File: src/rtl/game_sequencer_if.sv
// ============================================================================
// Module      : game_sequencer_if
// Description : Control/strobe bundle between the game sequencer and the
//               pixel datapath.
// Revision    : 1.0 - initial release
// ============================================================================
`default_nettype none

interface game_sequencer_if #(
  parameter int NUM_PADDLES = 2,
  parameter int SCORE_W     = 4
);
  logic                   start;
  logic                   frame_tick;
  logic                   done_draw;
  logic                   goal_p1;
  logic                   goal_p2;
  logic                   draw_bounds;
  logic [NUM_PADDLES-1:0] draw_paddle;
  logic                   draw_ball;
  logic                   erase_en;
  logic                   update_en;
  logic                   ball_reset;
  logic [SCORE_W-1:0]     score_p1;
  logic [SCORE_W-1:0]     score_p2;
  logic                   game_over;
  logic                   winner;

  modport master (
    input  start, frame_tick, done_draw, goal_p1, goal_p2,
    output draw_bounds, draw_paddle, draw_ball, erase_en, update_en,
           ball_reset, score_p1, score_p2, game_over, winner
  );

  modport slave (
    output start, frame_tick, done_draw, goal_p1, goal_p2,
    input  draw_bounds, draw_paddle, draw_ball, erase_en, update_en,
           ball_reset, score_p1, score_p2, game_over, winner
  );
endinterface

`default_nettype wire

File: src/rtl/game_sequencer.sv
// ============================================================================
// Module      : game_sequencer
// Description : Air-hockey game FSM: draws bounds/paddles/ball, runs the
//               per-frame erase/update/redraw loop, keeps score and serve.
// Revision    : 1.0 - initial release
// ============================================================================
`default_nettype none

module game_sequencer #(
  parameter int NUM_PADDLES  = 2,
  parameter int SCORE_W      = 4,
  parameter int WIN_SCORE    = 7,
  parameter int SERVE_FRAMES = 30
) (
  input  wire                     clock,
  input  wire                     reset_n,
  game_sequencer_if.master        seq_io
);

  localparam int IDX_W   = (NUM_PADDLES > 1) ? $clog2(NUM_PADDLES) : 1;
  localparam int SERVE_W = $clog2(SERVE_FRAMES + 1);

  localparam logic [IDX_W-1:0]   C_LAST_IDX  = IDX_W'(NUM_PADDLES - 1);
  localparam logic [SCORE_W-1:0] C_WIN       = SCORE_W'(WIN_SCORE);
  localparam logic [SERVE_W-1:0] C_SERVE_LEN = SERVE_W'(SERVE_FRAMES);

  typedef enum logic [3:0] {
    S_IDLE       = 4'd0,
    S_BOUNDS     = 4'd1,
    S_PADDLE     = 4'd2,
    S_BALL       = 4'd3,
    S_WAIT_FRAME = 4'd4,
    S_ERASE      = 4'd5,
    S_UPDATE     = 4'd6,
    S_CHECK      = 4'd7,
    S_SERVE      = 4'd8,
    S_OVER       = 4'd9
  } state_t;

  state_t               state_q,  state_d;
  logic [IDX_W-1:0]     idx_q,    idx_d;
  logic [SERVE_W-1:0]   serve_q,  serve_d;
  logic [SCORE_W-1:0]   score1_q, score1_d;
  logic [SCORE_W-1:0]   score2_q, score2_d;
  logic                 winner_q, winner_d;

  logic [SCORE_W-1:0]   score1_inc_w;
  logic [SCORE_W-1:0]   score2_inc_w;

  logic                   draw_bounds_w;
  logic [NUM_PADDLES-1:0] draw_paddle_w;
  logic                   draw_ball_w;
  logic                   erase_en_w;
  logic                   update_en_w;
  logic                   ball_reset_w;
  logic                   game_over_w;

  assign score1_inc_w = (score1_q < C_WIN) ? score1_q + SCORE_W'(1) : score1_q;
  assign score2_inc_w = (score2_q < C_WIN) ? score2_q + SCORE_W'(1) : score2_q;

  always_ff @(posedge clock) begin
    if (!reset_n) begin
      state_q  <= S_IDLE;
      idx_q    <= '0;
      serve_q  <= '0;
      score1_q <= '0;
      score2_q <= '0;
      winner_q <= 1'b0;
    end else begin
      state_q  <= state_d;
      idx_q    <= idx_d;
      serve_q  <= serve_d;
      score1_q <= score1_d;
      score2_q <= score2_d;
      winner_q <= winner_d;
    end
  end

  always_comb begin
    state_d  = state_q;
    idx_d    = idx_q;
    serve_d  = serve_q;
    score1_d = score1_q;
    score2_d = score2_q;
    winner_d = winner_q;

    case (state_q)
      S_IDLE: begin
        if (seq_io.start) state_d = S_BOUNDS;
      end
      S_BOUNDS: begin
        if (seq_io.done_draw) begin
          state_d = S_PADDLE;
          idx_d   = '0;
        end
      end
      S_PADDLE: begin
        if (seq_io.done_draw) begin
          if (idx_q == C_LAST_IDX) state_d = S_BALL;
          else                     idx_d   = idx_q + IDX_W'(1);
        end
      end
      S_BALL: begin
        if (seq_io.done_draw) state_d = S_WAIT_FRAME;
      end
      S_WAIT_FRAME: begin
        // Serve hold-off consumes whole frames before the loop resumes
        if (seq_io.frame_tick) begin
          if (serve_q != '0) serve_d = serve_q - SERVE_W'(1);
          else               state_d = S_ERASE;
        end
      end
      S_ERASE: begin
        if (seq_io.done_draw) state_d = S_UPDATE;
      end
      S_UPDATE: begin
        state_d = S_CHECK;
      end
      S_CHECK: begin
        idx_d = '0;
        if (seq_io.goal_p1 && !seq_io.goal_p2) begin
          score1_d = score1_inc_w;
          if (score1_inc_w == C_WIN) begin
            state_d  = S_OVER;
            winner_d = 1'b0;
          end else begin
            state_d  = S_SERVE;
          end
        end else if (seq_io.goal_p2 && !seq_io.goal_p1) begin
          score2_d = score2_inc_w;
          if (score2_inc_w == C_WIN) begin
            state_d  = S_OVER;
            winner_d = 1'b1;
          end else begin
            state_d  = S_SERVE;
          end
        end else begin
          // Simultaneous goals are void; bounds are never redrawn per frame
          state_d = S_PADDLE;
        end
      end
      S_SERVE: begin
        serve_d = C_SERVE_LEN;
        idx_d   = '0;
        state_d = S_PADDLE;
      end
      S_OVER: begin
        if (seq_io.start) begin
          score1_d = '0;
          score2_d = '0;
          state_d  = S_BOUNDS;
        end
      end
      default: begin
        state_d = S_IDLE;
      end
    endcase
  end

  always_comb begin
    draw_bounds_w = (state_q == S_BOUNDS);
    draw_paddle_w = '0;
    if (state_q == S_PADDLE) draw_paddle_w = NUM_PADDLES'(1) << idx_q;
    draw_ball_w   = (state_q == S_BALL);
    erase_en_w    = (state_q == S_ERASE);
    update_en_w   = (state_q == S_UPDATE);
    ball_reset_w  = (state_q == S_SERVE);
    game_over_w   = (state_q == S_OVER);
  end

  assign seq_io.draw_bounds = draw_bounds_w;
  assign seq_io.draw_paddle = draw_paddle_w;
  assign seq_io.draw_ball   = draw_ball_w;
  assign seq_io.erase_en    = erase_en_w;
  assign seq_io.update_en   = update_en_w;
  assign seq_io.ball_reset  = ball_reset_w;
  assign seq_io.score_p1    = score1_q;
  assign seq_io.score_p2    = score2_q;
  assign seq_io.game_over   = game_over_w;
  assign seq_io.winner      = winner_q;

endmodule

`default_nettype wire

File: src/flat_wrapper.sv
// flat-port wrapper written by rule: the top's interface ports become plain ports
module game_sequencer_flat 
#(
  parameter int NUM_PADDLES  = 2,
  parameter int SCORE_W      = 4,
  parameter int WIN_SCORE    = 7,
  parameter int SERVE_FRAMES = 30
)
  (clock, reset_n, seq_io_start, seq_io_frame_tick, seq_io_done_draw, seq_io_goal_p1, seq_io_goal_p2, seq_io_draw_bounds, seq_io_draw_paddle, seq_io_draw_ball, seq_io_erase_en, seq_io_update_en, seq_io_ball_reset, seq_io_score_p1, seq_io_score_p2, seq_io_game_over, seq_io_winner);
  game_sequencer_if #(.NUM_PADDLES(NUM_PADDLES), .SCORE_W(SCORE_W)) seq_io_i ();
  input  wire clock;
  input  wire reset_n;
  input wire logic [$bits(seq_io_i.start)-1:0] seq_io_start;
  input wire logic [$bits(seq_io_i.frame_tick)-1:0] seq_io_frame_tick;
  input wire logic [$bits(seq_io_i.done_draw)-1:0] seq_io_done_draw;
  input wire logic [$bits(seq_io_i.goal_p1)-1:0] seq_io_goal_p1;
  input wire logic [$bits(seq_io_i.goal_p2)-1:0] seq_io_goal_p2;
  output wire logic [$bits(seq_io_i.draw_bounds)-1:0] seq_io_draw_bounds;
  output wire logic [$bits(seq_io_i.draw_paddle)-1:0] seq_io_draw_paddle;
  output wire logic [$bits(seq_io_i.draw_ball)-1:0] seq_io_draw_ball;
  output wire logic [$bits(seq_io_i.erase_en)-1:0] seq_io_erase_en;
  output wire logic [$bits(seq_io_i.update_en)-1:0] seq_io_update_en;
  output wire logic [$bits(seq_io_i.ball_reset)-1:0] seq_io_ball_reset;
  output wire logic [$bits(seq_io_i.score_p1)-1:0] seq_io_score_p1;
  output wire logic [$bits(seq_io_i.score_p2)-1:0] seq_io_score_p2;
  output wire logic [$bits(seq_io_i.game_over)-1:0] seq_io_game_over;
  output wire logic [$bits(seq_io_i.winner)-1:0] seq_io_winner;
  assign seq_io_i.start = seq_io_start;
  assign seq_io_i.frame_tick = seq_io_frame_tick;
  assign seq_io_i.done_draw = seq_io_done_draw;
  assign seq_io_i.goal_p1 = seq_io_goal_p1;
  assign seq_io_i.goal_p2 = seq_io_goal_p2;
  assign seq_io_draw_bounds = seq_io_i.draw_bounds;
  assign seq_io_draw_paddle = seq_io_i.draw_paddle;
  assign seq_io_draw_ball = seq_io_i.draw_ball;
  assign seq_io_erase_en = seq_io_i.erase_en;
  assign seq_io_update_en = seq_io_i.update_en;
  assign seq_io_ball_reset = seq_io_i.ball_reset;
  assign seq_io_score_p1 = seq_io_i.score_p1;
  assign seq_io_score_p2 = seq_io_i.score_p2;
  assign seq_io_game_over = seq_io_i.game_over;
  assign seq_io_winner = seq_io_i.winner;
  game_sequencer #(.NUM_PADDLES(NUM_PADDLES), .SCORE_W(SCORE_W), .WIN_SCORE(WIN_SCORE), .SERVE_FRAMES(SERVE_FRAMES)) u_core (.clock(clock), .reset_n(reset_n), .seq_io(seq_io_i));
endmodule
File: config.mk
export PLATFORM = sky130hd
export DESIGN_NAME = game_sequencer_flat
export DESIGN_NICKNAME = d
export VERILOG_FILES = /design/src/rtl/game_sequencer_if.sv /design/src/rtl/game_sequencer.sv /design/src/flat_wrapper.sv
export SDC_FILE = /design/constraint.sdc
export NUM_CORES = 1
export LEC_CHECK = 0
export BUFFER_PORTS_ARGS = -buffer_cell sky130_fd_sc_hd__buf_2
export CORE_ASPECT_RATIO = 1.5
export CORE_MARGIN = 8
export CORE_UTILIZATION = 37
export CTS_CLUSTER_DIAMETER = 200
export DETAILED_ROUTE_END_ITERATION = 16
export HOLD_SLACK_MARGIN = 0.15
export MAX_ROUTING_LAYER = met4
export PLACE_DENSITY = 0.53
export SLEW_MARGIN = 10
export SYNTH_ARGS = -nofsm -noshare
export SYNTH_HDL_FRONTEND = slang
export SYNTH_SLANG_ARGS = --single-unit
File: constraint.sdc
create_clock -name clock -period 2.35 [get_ports clock]
set_clock_uncertainty 0.2 [all_clocks]
set_input_delay 0.1175 -clock clock [delete_from_list [all_inputs] [get_ports clock]]
set_output_delay 0.1175 -clock clock [all_outputs]
set_load 0.05 [all_outputs]
; Word level (Yosys, flattened, before mapping)
; Index checks and enable logic that the tools add are counted.
[totals]
regBits = 19
in_bits = 7
out_inout_bits = 17
[op_classes]
addsub = 4
magnitude_cmp = 2
eq_ne = 25
n_shift = 1
mux = 33
reduce_logical = 19
[op_table]
columns = cell, count
row1 = 4-bit 2-to-1 mux, 16
row2 = 4-bit one-hot mux with 9 select lines, 1
row3 = "4-bit by 3-bit equality test with 1-bit output, second input constant", 6
row4 = "2-bit != test, second input constant", 9
row5 = 4-bit one-hot mux with 2 select lines, 2
row6 = 5-bit 2-to-1 mux, 2
row7 = "2-bit by 1-bit != test with 1-bit output, second input constant", 5
row8 = 5-bit one-hot mux with 2 select lines, 1
row9 = 1-bit 2-to-1 mux, 9
row10 = 3-bit AND reduction, 3
row11 = "4-bit by 1-bit adder with 4-bit output, second input constant", 2
row12 = "4-bit by 2-bit equality test with 1-bit output, second input constant", 2
row13 = "4-bit equality test, second input constant", 2
row14 = "4-bit by 3-bit < comparator with 1-bit output, second input constant", 2
row15 = 4-bit AND reduction, 2
row16 = 8-bit AND reduction, 1
row17 = 2-bit nonzero test, 4
row18 = 5-bit nonzero test, 1
row19 = "5-bit by 1-bit subtractor with 5-bit output, second input constant", 1
row20 = "4-bit by 1-bit equality test with 1-bit output, second input constant", 1
row21 = 4-bit logical NOT, 1
row22 = 2-bit OR reduction, 2
row23 = 1-bit one-hot mux with 3 select lines, 1
row24 = 3-bit nonzero test, 1
row25 = other kinds (5), 7

; Longest topological paths before layout
; Gate-level depths: netlist of the first run.
[depth]
ltp_word = 7
depth_mapped = 7

; Worst setup path after synthesis of the first run
; Ideal clock, no wire load.
[synth_path]
path_kind = register to output
start = register u_core.state_q[1]
end = output port seq_io_draw_paddle[0]
t_arrival_ns = 2.220
required_time_ns = 2.033
slack_ns = -0.187
path_stages_with_launch = 5
n_path_buf = 2
cell_sequence = dfxtp_1 -> buf_6 -> clkbuf_1 -> nand2b_1 -> nor4_1
[synth_via]
elab_chain_len = 2
[synth_lines]
columns = item, line_no
row1 = start: declaration, game_sequencer.sv:40  ; state_t state_q, state_d;
row2 = start signal: assignment, game_sequencer.sv:70  ; state_q <= state_d;
row3 = 4-bit by 2-bit equality test with 1-bit output, game_sequencer.sv:163  ; if (state_q == S_PADDLE) draw_paddle_w = NUM_PADDLES'(1) << idx_q;
row4 = 2-bit 2-to-1 mux, game_sequencer.sv:163
row5 = end: declaration, flat_wrapper.sv:19  ; output wire logic [$bits(seq_io_i.draw_paddle)-1:0] seq_io_draw_paddle;
; Every way passes these cells.

; Worst setup path in the final report of the first run
[layout_path]
start = register u_core.serve_q[0]
end = register u_core.state_q[2]
[layout_via]
elab_chain_len = 3
[layout_lines]
columns = item, line_no
row1 = start: declaration, game_sequencer.sv:42  ; logic [SERVE_W-1:0] serve_q, serve_d;
row2 = start signal: assignment, game_sequencer.sv:72  ; serve_q <= serve_d;
row3 = 5-bit nonzero test, game_sequencer.sv:109  ; if (serve_q != '0) serve_d = serve_q - SERVE_W'(1);
row4 = 2-bit != test (no source line), --
row5 = 8-bit AND reduction (no source line), --
; Every way passes these cells.
; A chain may end at the register's enable or synchronous reset.

==> flow_summary.yaml, run 1 <==
critical_path:
  critPathKind: "reg2reg"
  cp-start-kind: "flip-flop"
  slowest_delay_ps: 480
  critical_path.max_fanout: 3
  cp_cell_sequence: "inv_1 > ha_1 > nor4b_2 > a21oi_1 > or2_1 > or4_4 > a211oi_2"
  end_kind: "flip-flop"
  cp.arrival_ps: 2170
  crit_slowest_cell: "or4_4"
  required_ps: 2330
placed_design:
  hpwl_um: 2450
  port_buffers: 23
  place_area_mm2: 0.00146
  globalplace.congestion: 0.772
synth:
  synth_cells: 161
  async_reset_ff_share_pct: 0
  dominantRegCellSynth: "dfxtp_1"
  synth-edff-count: 0
  yosysTopAreaCell: "dfxtp_1"
  synth_nets: 174
  ys_warn_count: 0
  seq_area_frac_synth_pct: 29.4
  ys_types: 51
  ys_top_cells_by_area: "dfxtp_1, nor2_1, ha_1"
  synth_top_area_share_pct: 29.4
  ys_seq_elements: 19
  syn_area_per_cell_um2: 8.04
  syn-cell-area_mm2: 0.00129
timing:
  setup_viol: 0
  hold_viol_final: 0
  fin_crit_sh_pct: 93.1
  maxSlewHeadroom_pct: 64.2
  setup_tns_ps: 0
  rsz0062_at_grt: "false"
  worstMarginPinSlew_ps: 536
  holdWs_ps: 160
  slew_viol_final: 0
  fin_crit_ps: 2190
  fmax_ghz: 0.457
finish:
  stdcell_area_mm2: 0.00154
  layout_common_cells: "buf_2, nor2_1, dfxtp_1, nand2_1, a21oi_1"
  diodes: 0
  n_fill_cell: 342
  multi_input_area_um2: 853
  drive_gt1_share_pct: 23.0
  regArea_um2: 380
  final_common_cell: "buf_2"
  areaGrowthSynthToFinish_pct: 19.2
  nets: 201
route:
  dr_total_vias: 1234
  drtIter0Drc: 47
  drc: 0
  dr.pass1.iters: 4
  ant_nets: 0
  routed_via_density: 5.39
  drt-total-wl_um: 3210
  post_drt_wl_per_cell_um: 14.0
global_routing:
  grt_pass1_wl_um: 5400
  antenna_found_initial: 0
  overflow: 0
  globalRouteTotalUtil_pct: 11.9
  grt_max_degree: 19
  grt_pass1_vias: 1243
power:
  power.density_mw_per_mm2: 714
  pwr-share-clk_pct: 20.9
  seqPwrFrac_pct: 38.5
  combinationalPowerShare_pct: 40.6
  p_switching_mw: 0.453
  p_leak_nw: 0.701
  fin_total_pwr_mw: 1.10
  ir_drop_uv: 460
  swShare_pct: 41.1
  p_int_mw: 0.649
clock_network:
  cts_buffers: 3
  clk_path_buf_depth: 2
  cts_hold_buf: 4
  htreeDepth: 1
  clock-root-buffer: "clkbuf_8"
  cts_sinks: 19
  cts_tree: "done"
  cts_setup_buffers: 0
  clkSlewWorstSetupHoldPaths_ps: 70
  clkLatencyLatePin_ps: 260
  ctsResizeCount: 0
floorplan:
  die_w_um: 64.3
  start_util_pct: 38.2
  fp-row-count: 26
  die_y_um: 88.4
  io_pins: 24
  core_area_mm2: 0.00338
  dieArea_mm2: 0.00568
run_status:
  status: "complete, no violations"
job:
  drv_cap: 0
worst_hold_path:
  hp-class: "in2reg"
[cell type report]
cell class	instances	share of cell area, %
clock buffer	4	2.92
timing repair buffer	31	12.0
multi-input combinational	126	55.3
sequential	19	24.7
tap	42	3.41
inverter	7	1.70
[layer usage]
layer / global-route usage [%] / share of wire (%) / up-vias
met2: 22.3 / 53 / 18
met1: 12.0 / 43 / 577
met4: 4.78 / 1.5 / 0
li1: - / - / 634
met3: 1.77 / 2.4 / 5
met5: - / 0 / -
[critical path, delay by kind of cell, from the launching register on]
| kind | cells | cell delay [ps] |
|---|---|---|
| fa+ha+maj | 1 | 150 |
| compound gates | 2 | 330 |
| flops | 1 | 310 |
| buf+inv | 1 | 110 |
| simple gates | 3 | 1020 |
[cell usage after synthesis (2+ instances only)]
cell	number
or4bb_1	2
ha_1	6
and4b_1	2
nor2_1	21
nand2_1	14
nor3_1	6
a21o_1	2
buf_2	3
nor3_2	2
nand3_1	4
a32oi_1	2
and3_1	3
a21oi_1	13
nand3b_1	2
o211a_1	2
nand2b_1	3
dfxtp_1	19
inv_1	7
o21ai_0	7
clkbuf_1	4
mux2i_1	2
or4b_1	2
xnor2_1	5
[cells by family after synthesis]
family	share of synthesized area, %
simple gates	36.1
compound gates	16.7
flops	29.4
buf+inv	5.51
xor+xnor	4.06
fa+ha+maj	5.80
mux	2.42
[stage by stage]
stage | std cells | utilization, % | setup WS, ps
after global routing | 229 | 45.6 | 14.1
after global placement | 221 | 43.1 | 220
after detailed placement | 221 | 43.1 | 172
after floorplan | 161 | - | 81.7
after CTS | 229 | 45.6 | 151
final | 229 | 45.6 | 162
[power groups by stage]
stage / clock, mW / sequential, mW / combinational [mW]
2_1_floorplan: 0 / 0.364 / 0.429
3_3_place_gp: 0 / 0.427 / 0.434
3_5_place_dp: 0 / 0.430 / 0.442
4_1_cts: 0.241 / 0.423 / 0.448
5_1_grt: 0.252 / 0.432 / 0.491
6_report: 0.231 / 0.425 / 0.447
[path summary, 6_finish.rpt]
| path | from | end | slack [ps] | cells after the start |
|---|---|---|---|---|
| setup / recovery | u_core.serve_q[0]$_SDFFE_PN0P_ | u_core.state_q[2]$_SDFFE_PN0P_ | 160 | 7 |
| hold / removal | seq_io_goal_p2 | u_core.state_q[3]$_SDFFE_PN0P_ | 160 | 5 |
| setup reg to reg | u_core.serve_q[0]$_SDFFE_PN0P_ | u_core.state_q[2]$_SDFFE_PN0P_ | 160 | 7 |
| hold reg to reg | u_core.seq_io.winner$_SDFFE_PN0P_ | u_core.seq_io.winner$_SDFFE_PN0P_ | 260 | 2 |
[sequential cells by signal, indices dropped and copies added (netlist names)]
name / count
u_core.serve_q: 5
u_core.seq_io.winner: 1
u_core.idx_q: 1
u_core.seq_io.score_p1: 4
u_core.state_q: 4
u_core.seq_io.score_p2: 4
(Power assumes the default switching activity.)
==> run 2, diff against run 1 <==
ABC_AREA = 1   (was not set)
==> run 2 against run 1 <==
Compared with the run above:
- setup slack improved by 29 ps
- wire length up 1.3%
- clock-buffer cell count unchanged
- non-clock buffer count decreased by 3
- largest power group unchanged
- register-to-register slack better by 30 ps
- highest routed layer unchanged
- total power fell by 13%
- critical path depth is 1 lower
- largest cell class unchanged
- synthesized cell count is 24% higher
- first-iteration DRC count increased by 45%
- utilization is essentially flat
==> flow_summary.yaml, run 2 <==
placed_design:
  port_buffers: 23
  hpwl_um: 2590
  place_ws_ps: 611
  globalplace.congestion: 0.932
finish:
  regMostFlops: "u_core.serve_q"
  multi_input_area_um2: 746
  largest_reg_flops: 5
  final_common_cell: "nand2_1"
  nets: 244
  diodes: 0
  layout_common_cells: "nand2_1, inv_1, buf_2, dfxtp_1, a21oi_1"
  n_fill_cell: 361
  drive_gt1_share_pct: 19.6
  regArea_um2: 380
  areaGrowthSynthToFinish_pct: 20.4
timing:
  rsz0062_at_grt: "false"
  setup_ws_ps: 190
  setup_tns_ps: 0
  slew_viol_final: 0
  setup_viol: 0
  hold_viol_final: 0
  fin_crit_ps: 2160
  worstMarginPinSlew_ps: 474
  fin_crit_sh_pct: 91.9
  fmax_ghz: 0.463
  maxSlewHeadroom_pct: 68.2
route:
  routed_via_density: 4.80
  drtIter0Drc: 68
  drt-total-wl_um: 3250
  ant_nets: 0
  drc: 0
  post_drt_wl_per_cell_um: 11.9
  dr_total_vias: 1306
  dr.pass1.iters: 4
power:
  ir_drop_uv: 404
  p_int_mw: 0.573
  fin_total_pwr_mw: 0.962
  power.density_mw_per_mm2: 630
  pwr-share-clk_pct: 23.1
  combinationalPowerShare_pct: 38.7
  p_leak_nw: 0.757
  p_switching_mw: 0.389
  swShare_pct: 40.4
  seqPwrFrac_pct: 38.3
critical_path:
  end_kind: "flip-flop"
  required_ps: 2340
  cp-start-kind: "flip-flop"
  critPathKind: "reg2reg"
  cp.arrival_ps: 2150
  critical_path.max_fanout: 6
clock_network:
  clkLatencyLatePin_ps: 250
  cts_buffers: 3
  cts_sinks: 19
  ctsResizeCount: 0
  cts_setup_buffers: 0
  htreeDepth: 1
  clk_path_buf_depth: 2
  cts_tree: "done"
  clock-root-buffer: "clkbuf_8"
  clkSlewWorstSetupHoldPaths_ps: 70
  cts_hold_buf: 5
floorplan:
  die_y_um: 87.7
  start_util_pct: 37.9
  dieArea_mm2: 0.00560
  die_w_um: 63.8
  fp-row-count: 26
  core_area_mm2: 0.00335
  io_pins: 24
job:
  drv_cap: 0
worst_hold_path:
  hp-class: "in2reg"
synth:
  seq_area_frac_synth_pct: 30.0
  ys_types: 31
  syn_area_per_cell_um2: 6.38
  synth_commonest_cells: "nand2_1, inv_1, dfxtp_1"
  syn-cell-area_mm2: 0.00127
  synth-edff-count: 0
  synth_nets: 212
  synth_most_common_cell: "nand2_1"
  ys_seq_elements: 19
  synth_cells: 199
  async_reset_ff_share_pct: 0
  yosysTopAreaCell: "dfxtp_1"
  synth_top_area_share_pct: 30.0
  ys_top_cells_by_area: "dfxtp_1, nand2_1, inv_1"
  dominantRegCellSynth: "dfxtp_1"
  ys_warn_count: 0
global_routing:
  overflow: 0
  grt_pass1_wl_um: 5620
  grt_max_degree: 18
  grt_pass1_vias: 1342
  antenna_found_initial: 0
  globalRouteTotalUtil_pct: 12.5
run_status:
  status: "complete, no violations"
-- run 2: area by class of cell --
| type | instances | area share, % |
|---|---|---|
| Clock buffer | 4 | 2.95 |
| Inverter | 37 | 9.09 |
| Multi-Input combinational cell | 142 | 48.8 |
| Sequential cell | 19 | 24.9 |
| Tap cell | 42 | 3.44 |
| Timing Repair Buffer | 28 | 10.8 |
-- run 2: critical path, stage by stage (launching register included) --
cell and delay (ps):
dfxtp_1 430, nand2_1 210, nor2_4 210, inv_1 90, or2_2 290, a21oi_1 120, dlygate4sd3_1 560
-- run 2: routing by layer --
| metal | share of wire [%] | vias to the layer above | global-route usage, % |
|---|---|---|---|
| li1 | - | 690 | - |
| met1 | 43 | 583 | 12.7 |
| met2 | 53 | 29 | 23.2 |
| met3 | 2.9 | 4 | 1.66 |
| met4 | 1.2 | 0 | 5.50 |
| met5 | 0 | - | - |
-- run 2: path summary, 6_finish.rpt --
path	from	end	slack [ps]	cells after the start
setup / recovery	u_core.state_q[0]$_SDFFE_PN0P_	u_core.state_q[3]$_SDFFE_PN0P_	190	6
hold / removal	seq_io_goal_p1	u_core.seq_io.winner$_SDFFE_PN0P_	200	5
setup reg to reg	u_core.state_q[0]$_SDFFE_PN0P_	u_core.state_q[3]$_SDFFE_PN0P_	190	6
hold reg to reg	u_core.seq_io.winner$_SDFFE_PN0P_	u_core.seq_io.winner$_SDFFE_PN0P_	270	2
-- run 2: metrics by stage --
stage	util [%]	instances	hold WS, ps	area [um^2]
after floorplan	-	199	35.0	1270
after global placement	42.8	263	167	1430
after detailed placement	42.8	263	166	1430
after CTS	45.6	272	208	1530
after global routing	45.6	272	269	1530
final	45.6	272	204	1530
-- run 2: power by group through the flow --
stage,clock [mW],sequential [mW],combinational [mW]
floorplan,0,0.371,0.293
global placement,0,0.375,0.370
detailed placement,0,0.376,0.366
CTS,0.230,0.369,0.374
global route,0.249,0.372,0.418
finish,0.222,0.368,0.372
-- run 2: cell families (layout without fill, tap and decap cells) --
| logic type | Yosys count | after routing | share of synthesized area (%) |
|---|---|---|---|
| buffers and inverters | 38 | 69 | 11.2 |
| and+or+nand+nor | 103 | 103 | 37.5 |
| xor gates and xnor gates | 2 | 2 | 1.38 |
| DFF | 19 | 19 | 30.0 |
| adders and majority gates | 6 | 6 | 5.92 |
| AOI/OAI and AO/OA | 31 | 31 | 14.0 |
==> run 3, diff against run 2 <==
ABC_AREA = not set   (was 1)
CORE_ASPECT_RATIO = 0.6   (was 1.5)
==> run 3 against run 2 <==
Compared with the run above:
- die area is 2.0% higher
- hold slack worse by 44 ps
- clock-buffer cell count is 1 lower
- wire length is 2.5% lower
- sequential power is 20% higher
- global-route usage is 0.99 points lower
- register-to-register slack worse by 20 ps
- critical path depth is 1 higher
- maximum frequency is 0.93% lower
- critical endpoint is now u_core.state_q[2]$_SDFFE_PN0P_
- largest power group is now sequential cells
- highest routed layer unchanged
==> flow_summary.yaml, run 3 (same netlist as run 1, synthesis figures left out) <==
job:
  drv_cap: 0
critical_path:
  required_ps: 2340
  r2r-start: "u_core.serve_q[0]$_SDFFE_PN0P_"
  reg2reg_slack_ps: 170
  critPathKind: "reg2reg"
  cp.arrival_ps: 2170
  end_kind: "flip-flop"
  critical_path.max_fanout: 3
  rr_endpoint: "u_core.state_q[2]$_SDFFE_PN0P_"
  rr_worst_depth: 7
  cp-start-kind: "flip-flop"
clock_network:
  cts_tree: "done"
  clock-root-buffer: "clkbuf_8"
  htreeDepth: 1
  cts_sinks: 19
  clk_path_buf_depth: 2
  cts_buffers: 3
  clkLatencyLatePin_ps: 260
  clkSlewWorstSetupHoldPaths_ps: 80
  cts_setup_buffers: 0
global_routing:
  overflow: 0
  antenna_found_initial: 0
  grt_max_degree: 19
  globalRouteTotalUtil_pct: 11.5
  grt_pass1_vias: 1049
  grt_pass1_wl_um: 5100
floorplan:
  die_w_um: 92.3
  start_util_pct: 39.2
  core_area_mm2: 0.00330
  fp-row-count: 16
  io_pins: 24
  die_y_um: 61.8
  dieArea_mm2: 0.00571
finish:
  largest_reg_flops: 5
  areaGrowthSynthToFinish_pct: 19.9
  final_common_cell: "buf_2"
  regArea_um2: 383
  regMostFlops: "u_core.serve_q"
  multi_input_area_um2: 862
  layout_common_cells: "buf_2, nor2_1, dfxtp_1, nand2_1, a21oi_1"
  drive_gt1_share_pct: 24.2
  final_core_util_pct: 47.0
  nets: 200
  diodes: 0
  n_fill_cell: 341
power:
  ir_drop_uv: 289
  power.density_mw_per_mm2: 708
  p_leak_nw: 0.712
route:
  routed_via_density: 5.32
  drt-total-wl_um: 3170
  post_drt_wl_per_cell_um: 13.7
  drc: 0
  ant_nets: 0
  dr.pass1.iters: 4
  drtIter0Drc: 60
  dr_total_vias: 1229
placed_design:
  globalplace.congestion: 0.814
  port_buffers: 23
  hpwl_um: 2390
  place_ws_ps: 132
timing:
  rsz0062_at_grt: "false"
  setup_ws_ps: 170
  fin_crit_ps: 2180
  fin_crit_sh_pct: 92.8
  maxSlewHeadroom_pct: 65.6
  slew_viol_final: 0
  worstMarginPinSlew_ps: 515
  setup_tns_ps: 0
  fmax_ghz: 0.459
  setup_viol: 0
  hold_viol_final: 0
worst_hold_path:
  holdPathStages: 4
  hold_path.startpoint: "seq_io_start"
  hold_end: "u_core.seq_io.score_p2[3]$_SDFFE_PN0P_"
  hp-class: "in2reg"
run_status:
  status: "complete, no violations"
## run 3: cell types whose count changed in the layout (fill, tap and decap cells not counted), sizes merged, moves of 3 or more
cell,before,now
nand2,65,14
a21oi,17,13
nor3,4,8
and3,0,3
inv,35,7
nand3,14,4
nor2,16,21
or4b,0,3
nand2b,0,3
xnor2,0,5
buf,23,26
## run 3: final cells by class
type	count	share of cell area (%)
clock inverters	1	0.323
well taps	45	3.63
flip-flops and latches	19	24.7
clock buffers	3	2.66
inverters	7	1.69
multi-input cells	126	55.6
repair buffers	30	11.5
## run 3: metrics by stage
step | instance area [um^2] | hold WS [ps] | total power [mW] | std cells
2_1_floorplan | 1310 | 35.0 | 0.794 | 161
3_3_place_gp | 1450 | 235 | 0.853 | 223
3_5_place_dp | 1450 | 245 | 0.862 | 223
4_1_cts | 1540 | 163 | 1.10 | 231
5_1_grt | 1550 | 191 | 1.18 | 231
6_report | 1550 | 161 | 1.10 | 231
## run 3: how the worst max path moves through the flow
| stage | cells past startpoint | endpoint | from |
|---|---|---|---|
| after floorplan | 4 | seq_io_draw_bounds | u_core.state_q[0]$_SDFFE_PN0P_ |
| after global placement | 7 | u_core.state_q[2]$_SDFFE_PN0P_ | u_core.serve_q[0]$_SDFFE_PN0P_ |
| after detailed placement | 7 | u_core.state_q[2]$_SDFFE_PN0P_ | u_core.serve_q[0]$_SDFFE_PN0P_ |
| after CTS | 7 | u_core.state_q[2]$_SDFFE_PN0P_ | u_core.serve_q[0]$_SDFFE_PN0P_ |
| after global routing | 7 | u_core.state_q[2]$_SDFFE_PN0P_ | u_core.serve_q[0]$_SDFFE_PN0P_ |
| final | 7 | u_core.state_q[2]$_SDFFE_PN0P_ | u_core.serve_q[0]$_SDFFE_PN0P_ |
## run 3: power by group
group,internal [mW],leakage (nW),total [mW],switching (mW)
registers,0.351,0.154,0.443,0.0917
logic,0.171,0.532,0.424,0.253
clock network,0.118,0.0255,0.232,0.114
total,0.640,0.712,1.10,0.459
## run 3: repair_timing
action | CTS | global route
resized for setup | 0 | 3
endpoints found under the setup margin | 0 | 4
hold endpoints to repair | 9 | 0
hold buffers | 4 | 0
## run 3: critical path: stages, from the launching register on
cell and delay (ps):
dfxtp_1 310, inv_1 110, ha_1 160, nor4b_4 260
a21oi_1 160, or2_1 260, or4_4 480, a211oi_2 170
## run 3: layer usage
layer  routed length [um]  vias to the layer above  global-route usage [%]
li1                     -                      632                       -
met1                 1650                      568                    14.6
met2                 1390                       27                    18.1
met3                  109                        2                    3.36
met4                   14                        0                    2.05
met5                    0                        -                       -
